**src/rtl/sisd_alu_pkg.sv**
```systemverilog
// Shared definitions for the SISD integer ALU: function codes, default width, flag bundle.
package alu_pkg;

    localparam int ALU_WIDTH_DEFAULT = 8;
    localparam int ALU_FUNC_W        = 3;

    typedef enum logic [ALU_FUNC_W-1:0] {
        ALU_PASS = 3'b000,
        ALU_ADD  = 3'b001,
        ALU_SUB  = 3'b010,
        ALU_AND  = 3'b011,
        ALU_OR   = 3'b100,
        ALU_XOR  = 3'b101,
        ALU_SHL  = 3'b110,
        ALU_SHR  = 3'b111
    } alu_func_e;

    typedef struct packed {
        logic zero;
        logic negative;
        logic overflow;
    } alu_flags_t;

    // ADD and SUB share one adder; only SUB needs the subtract control.
    function automatic logic func_is_sub(input logic [ALU_FUNC_W-1:0] func);
        return func == ALU_SUB;
    endfunction

endpackage

```
**src/rtl/sisd_alu_addsub.sv**
```systemverilog
// Combinational WIDTH+1-bit adder/subtractor shared by ADD and SUB.
// o_carry is the carry-out for add and the borrow for subtract.
module alu_addsub #(
    parameter int WIDTH = 8
) (
    input  logic [WIDTH-1:0] i_a,
    input  logic [WIDTH-1:0] i_b,
    input  logic             i_sub,
    output logic [WIDTH-1:0] o_sum,
    output logic             o_carry
);

    logic [WIDTH:0] ext_a;
    logic [WIDTH:0] ext_b;
    logic [WIDTH:0] ext_res;

    assign ext_a = {1'b0, i_a};
    assign ext_b = {1'b0, i_b};

    // With a zero-extended operand, bit WIDTH of the difference is set exactly when a < b.
    assign ext_res = i_sub ? (ext_a - ext_b) : (ext_a + ext_b);

    assign o_sum   = ext_res[WIDTH-1:0];
    assign o_carry = ext_res[WIDTH];

endmodule

```
**src/rtl/sisd_alu.sv**
```systemverilog
// Single-issue registered integer ALU: op mux, flags and output registers.
// Optional ALU_SATURATE_EN clamps ADD carry to all ones and SUB borrow to zero.
module sisd_alu
    import alu_pkg::*;
#(
    parameter int WIDTH = ALU_WIDTH_DEFAULT
) (
    input  logic                  i_clk,
    input  logic                  i_rst,
    input  logic [WIDTH-1:0]      i_s1,
    input  logic [WIDTH-1:0]      i_s2,
    input  logic                  i_en,
    input  logic [ALU_FUNC_W-1:0] i_func,
    output logic [WIDTH-1:0]      o_result,
    output logic                  o_zero,
    output logic                  o_negative,
    output logic                  o_overflow
);

    alu_func_e        func;
    logic [WIDTH-1:0] as_sum;
    logic             as_carry;
    logic [WIDTH-1:0] and_bits;
    logic [WIDTH-1:0] or_bits;
    logic [WIDTH-1:0] xor_bits;
    logic [WIDTH:0]   ext_d;
    logic [WIDTH-1:0] result_d;
    alu_flags_t       flags_d;
    logic [WIDTH-1:0] result_q;
    alu_flags_t       flags_q;

    assign func = alu_func_e'(i_func);

    alu_addsub #(
        .WIDTH (WIDTH)
    ) u_addsub (
        .i_a     (i_s1),
        .i_b     (i_s2),
        .i_sub   (func_is_sub(i_func)),
        .o_sum   (as_sum),
        .o_carry (as_carry)
    );

    genvar gi;
    generate
        for (gi = 0; gi < WIDTH; gi++) begin : g_logic
            assign and_bits[gi] = i_s1[gi] & i_s2[gi];
            assign or_bits[gi]  = i_s1[gi] | i_s2[gi];
            assign xor_bits[gi] = i_s1[gi] ^ i_s2[gi];
        end
    endgenerate

    // Bit WIDTH of ext_d is the unsigned overflow indicator for every op.
    always_comb begin
        ext_d = '0;
        case (func)
            ALU_PASS: ext_d = {1'b0, i_s1};
            ALU_ADD:  ext_d = {as_carry, as_sum};
            ALU_SUB:  ext_d = {as_carry, as_sum};
            ALU_AND:  ext_d = {1'b0, and_bits};
            ALU_OR:   ext_d = {1'b0, or_bits};
            ALU_XOR:  ext_d = {1'b0, xor_bits};
            ALU_SHL:  ext_d = {i_s1, 1'b0};
            ALU_SHR:  ext_d = {i_s1[0], 1'b0, i_s1[WIDTH-1:1]};
            default:  ext_d = '0;
        endcase
    end

    always_comb begin
        result_d = ext_d[WIDTH-1:0];
`ifdef ALU_SATURATE_EN
        if (ext_d[WIDTH]) begin
            if (func == ALU_ADD) begin
                result_d = '1;
            end else if (func == ALU_SUB) begin
                result_d = '0;
            end
        end
`endif
    end

    // Flags follow the final (possibly saturated) result.
    always_comb begin
        flags_d          = '0;
        flags_d.zero     = (result_d == '0);
        flags_d.negative = result_d[WIDTH-1];
        flags_d.overflow = ext_d[WIDTH];
    end

    always_ff @(posedge i_clk or posedge i_rst) begin
        if (i_rst) begin
            result_q <= '0;
            flags_q  <= '0;
        end else if (i_en) begin
            result_q <= result_d;
            flags_q  <= flags_d;
        end
    end

    assign o_result   = result_q;
    assign o_zero     = flags_q.zero;
    assign o_negative = flags_q.negative;
    assign o_overflow = flags_q.overflow;

endmodule

```
**config.mk**
```make
export PLATFORM = sky130hd
export DESIGN_NAME = sisd_alu
export DESIGN_NICKNAME = d
export VERILOG_FILES = /design/src/rtl/sisd_alu_pkg.sv /design/src/rtl/sisd_alu_addsub.sv /design/src/rtl/sisd_alu.sv
export SDC_FILE = /design/constraint.sdc
export NUM_CORES = 1
export LEC_CHECK = 0
export ABC_AREA = 1
export BUFFER_PORTS_ARGS = -buffer_cell sky130_fd_sc_hd__buf_2
export CORE_UTILIZATION = 40
export DETAILED_ROUTE_END_ITERATION = 16
export GPL_ROUTABILITY_DRIVEN = 0
export RECOVER_POWER = 50
export SLEW_MARGIN = 25
export SYNTH_ARGS = -nofsm -noshare
export SYNTH_HDL_FRONTEND = slang
export SYNTH_SLANG_ARGS = --single-unit
export TNS_END_PERCENT = 20
```
**constraint.sdc**
```tcl
create_clock -name i_clk -period 1 [get_ports i_clk]
set_clock_uncertainty 0.1 [all_clocks]
set_input_delay 0.2 -clock i_clk [delete_from_list [all_inputs] [get_ports i_clk]]
set_output_delay 0.2 -clock i_clk [all_outputs]
set_load 0.01 [all_outputs]
```
Word level (Yosys, flattened, before mapping)
Cells that the tools add are included.
- add/sub/neg operators: 2
- reductions and logical operators: 3
- equal/unequal tests: 7
- bitwise operators: 24
- muxes and demuxes: 2
- operator list (cell ; count):
    one-hot mux 9 bit (7 select lines) ; 1
    == test 3 bit, second input constant ; 4
    adder 8 x 8 -> 9 bit ; 1
    2-to-1 mux 9 bit ; 1
    subtractor 8 x 8 -> 9 bit ; 1
    AND 1 bit ; 8
    logical NOT 8 bit ; 1
    bitwise OR 1 bit ; 8
    XOR 1 bit ; 8
    == test 3 x 2 -> 1 bit, second input constant ; 2
    == test 3 x 1 -> 1 bit, second input constant ; 1
    logical NOT 3 bit ; 1
    OR reduction 2 bit ; 1
- register bits: 11
- output and inout bits: 11
- input port bits: 22
- logic and storage cells: 42

Logic depth before layout (Yosys ltp)
- depth after elaboration: 4
- gate-level depth with buffers: 19
- mapped depth without buffers: 19

By module
Synthesis repeated with hierarchy kept, for this count alone.
- cell total of the unflattened synthesis: 321
- area total of the unflattened synthesis: 1949.4 um^2
- modules (own cells, without submodules) (module ; area an instance (um^2) ; times used ; sequential area each (um^2) ; cells an instance):
    sisd_alu ; 1312.5 ; 1 ; 250.2 ; 200
    alu_addsub ; 636.9 ; 1 ; 0.0 ; 121

Worst setup path after synthesis
No wires, ideal clock.
- path type: input to register
- start point: input port i_func[0]
- end point: register flags_q (netlist bit o_zero)
- path slack: -1.320 ns
- data arrival time: 2.103 ns
- data required time: 0.783 ns
- stages on the path: 17
- cell sequence: buf_6 -> nor2_1 -> nand2_1 -> inv_1 -> or2_2 -> xor2_1 -> ha_1 -> a21oi_1 -> nand2_1 -> nand2_1 -> nand3_1 -> nand2_1 -> nand2_1 -> nand2_1 -> inv_1 -> nand3_1 -> nand2_1
- cells in the longest elaborated chain, start to end: 4
- elaborated cells between the ends (all ways): 12
- ends and longest elaborated chain (what ; line ; text):
    start, declared ; sisd_alu.sv:13 ; input logic [ALU_FUNC_W-1:0] i_func,
    == test 3 x 2 -> 1 bit / == test 3 x 1 -> 1 bit (equally long branches) ; sisd_alu_pkg.sv:26, sisd_alu.sv:56 ;
    2-to-1 mux 9 bit / OR reduction 2 bit (equally long branches) ; -- ;
    one-hot mux 9 bit (7 select lines) * ; sisd_alu.sv:56 ; case (func)
    logical NOT 8 bit * ; sisd_alu.sv:85 ; flags_d.zero = (result_d == '0);
    end signal, assigned ; sisd_alu.sv:96 ; flags_q <= flags_d;
    end, declared ; sisd_alu.sv:30 ; alu_flags_t flags_q;
Every way passes the cells marked *; elsewhere a longest branch is shown, timed or not.
A chain may end at the register's enable or synchronous reset.

Worst setup path after layout
- start point: input port i_func[2]
- end point: register flags_q (netlist bit o_zero)
The elaborated chain is that of the path after synthesis.

==> impl_results.md <==
- Status: finished with violations
- Failing checks: negative setup slack
- Root buffer cell: clkbuf_8
- Vias in the first global route: 1831
- Worst EP required: 1070 ps
- Crit path arrival time: between 2000 and 2500 ps
- Starting DRT DRC Count: 72
- Via count: 2048
- Worst Setup Start Kind: input pin
- Row count: 23
- TritonCTS clock tree: done
- Compound-Gate Fraction of Synth Area: 0.0908
- Number of synthesized flops with an enable pin: 0
- P&R area growth vs syn: 59.4%
- Diode count: 0
- Fin area: 2770 µm²
- Clk_lat worst skew: 230 ps
- DRT Pass-1 Iters: 4
- I/O Buffers: 32
- Final worst slack: -1060 ps
- Post-synth net total: around 330
- Gr usage total: 0.234
- Area of the multi-input gates: around 1500 µm²
- Detailed Route WL: 5.09 mm
- Crit Path Max Fanout: 6
- Initial antenna violation count: 0
- DP HPWL: around 4.1 mm
- Simple-gate share of the synthesized area: 0.413
- Mean Syn Cell Area: ~6 µm²
- CTS clk-pin slew, worst paths: about 50 ps
- IO Count: 33
- Synth cell types: 35
- Placed instance area: 2470 µm²
- Main combinational cell family by area after synthesis: simple AND/OR/NAND/NOR gates
- Initial Utilization: 0.425
- Mux cell area share after synthesis: 0
- Cell taking the most area after synthesis: nand2_1
- Synth Instances: between 200 and 300
- Max Freq: 0.484 GHz
- Adder-cell area share of the yosys netlist: 0.192
- Die Height: 67.9 µm
- RSZ-0062 raised after global routing: yes
- Primary FF master, synth: dfrtp_1
- Critical Setup Path Class: input pin to register
- Final setup violation count: 21
- Asr flop ratio synth: 1.00
- Nets: 427
- Routed len/inst: 11.9 µm
- Fin crit share: 2.06
- Worst Setup End Kind: register
- Worst Tran Pin Value: around 370 ps
- Reg2reg path depth: 2
- Pin count of the biggest net entering global routing: 13
- Max Slew Vio Count: 0
- Total grt overflow: 0
- CTS buffer count: 3
- Max-cap viol count: 0
- Number of standard cells in the final layout excluding fillers: 427
- Top-count cell post-synth: nand2_1
- Dpl cells: 422
- Die area: 4610 µm²
- Clk buf depth: 2
- Synth area leaders: nand2_1 19%, ha_1 18%, dfrtp_1 14%
- Htree depth: 1
- Post-synthesis xor/xnor area fraction: 0.0353
- Yosys top cell area share: 0.186
- Hold Vio Cnt, Final: 0
- Via/cell ratio: between 4 and 5
- Die W: 67.9 µm
- Synthesized flop and latch total: 10
- Post-Syn Area: 1740 µm²
- Clock sinks: 10
- Core area: 4090 µm²
- Util after Layout: 0.678
- DRC: 0
- Post-synth top cells: 86 x nand2_1, 45 x inv_1, 26 x nand3_1, 25 x ha_1, 19 x nor2_1
- Fill cell count: 343
- Post-Place Setup Slack: -1530 ps
- Sequential cell area: 250 µm²
- Tmin final: slightly above 2000 ps
- DRT antenna net count: 0
- PwrDens: 829 nW/µm²
- Register area share after synthesis: 0.144
- WHS Path Cells: 4
- Max IR drop VDD: 0.378 mV
- Share of cells above drive strength 1: 0.411
- First-pass GRT wire length: between 8 and 9 mm
- Slew HR: 0.754
- Total Neg Setup Slack: -8800 ps
- Hold WC Path Type: input pin to register
- YS warnings: 0
- Pleak: 0.00151 µW
-- worst paths after layout --
check | startpoint | endpoint | slack [ps]
setup reg to reg | o_result[1] | o_result[1] | 230
hold / removal | i_en | o_result[4] | 230
hold reg to reg | o_zero | o_zero | 370
setup / recovery | i_func[2] | o_zero | -1060
min in group asynchronous | i_rst | o_result[5] | 390
max in group asynchronous | i_rst | o_result[1] | 140
-- critical path: stages --
cell     delay, ps
buf_2          120
nor2_4         140
nand2_4        100
inv_6          100
nor2_4          40
xor2_2         180
ha_4           310
nand2_1         70
nand3_2         90
and2_4         150
nand2_1         50
nand3_1        100
nand4_1        140
nor2_1         180
nand3_2         70
nand2_1         70
-- logic make-up (layout without fill, tap and decap cells) --
logic type | count (synthesis) | count (layout)
and+or+nand+nor | 159 | 159
buffers and inverters | 54 | 147
AOI/OAI and AO/OA | 28 | 28
adders and majority gates | 26 | 26
DFF | 10 | 10
xor gates and xnor gates | 7 | 7
-- power by group --
part	internal [µW]	switching (µW)
Clock	262	138
Sequential	465	27.8
Combinational	665	740
Total	1390	905
-- through the flow --
stage               total power [µW]  hold WS, ps
floorplan                       1220        -59.8
global placement                1690         80.6
detailed placement              1700         90.8
CTS                             2170          226
global route                    2500          245
finish                          2300          226
-- repair_timing --
action                                  4_1_cts  5_1_grt
hold endpoints to repair                     10        0
buffers inserted                              1        0
endpoints found under the setup margin       21       21
gates resized for setup                      21       33
hold buffers                                  1        0
pin swaps                                    20       21
-- layout make-up --
class / instances / share of cell area
clock buffers: 3 / 0.0149
inverters: 49 / 0.0728
multi-input cells: 220 / 0.558
flip-flops and latches: 10 / 0.0904
well taps: 50 / 0.0226
repair buffers: 95 / 0.242
-- state kept, by name, summed over array words and instances (netlist names) --
register    cells
o_zero          1
o_result        8
o_overflow      1
-- routing by layer --
layer,vias to the layer above,wire length [µm],track usage
met5,-,0,0
met4,0,82,0.0781
met3,8,133,0.0183
met2,40,2460,0.403
met1,907,2410,0.305
li1,1093,-,-
-- layout by cell type, fill, tap and decap left out, drive strengths merged, types with 2 or more instances in the layout --
master | Yosys | final
o22ai | 2 | 2
o21ai | 13 | 13
nand4 | 8 | 8
nand3b | 3 | 3
a21oi | 6 | 6
buf | 4 | 94
a31oi | 2 | 2
dfrtp | 10 | 10
o21a | 2 | 2
ha | 25 | 25
nand2 | 89 | 89
xor2 | 7 | 7
or2 | 2 | 2
nand3 | 27 | 27
nor2 | 23 | 23
clkbuf | 1 | 3
nor3 | 5 | 5
inv | 49 | 49
(Power assumes the default switching activity.)
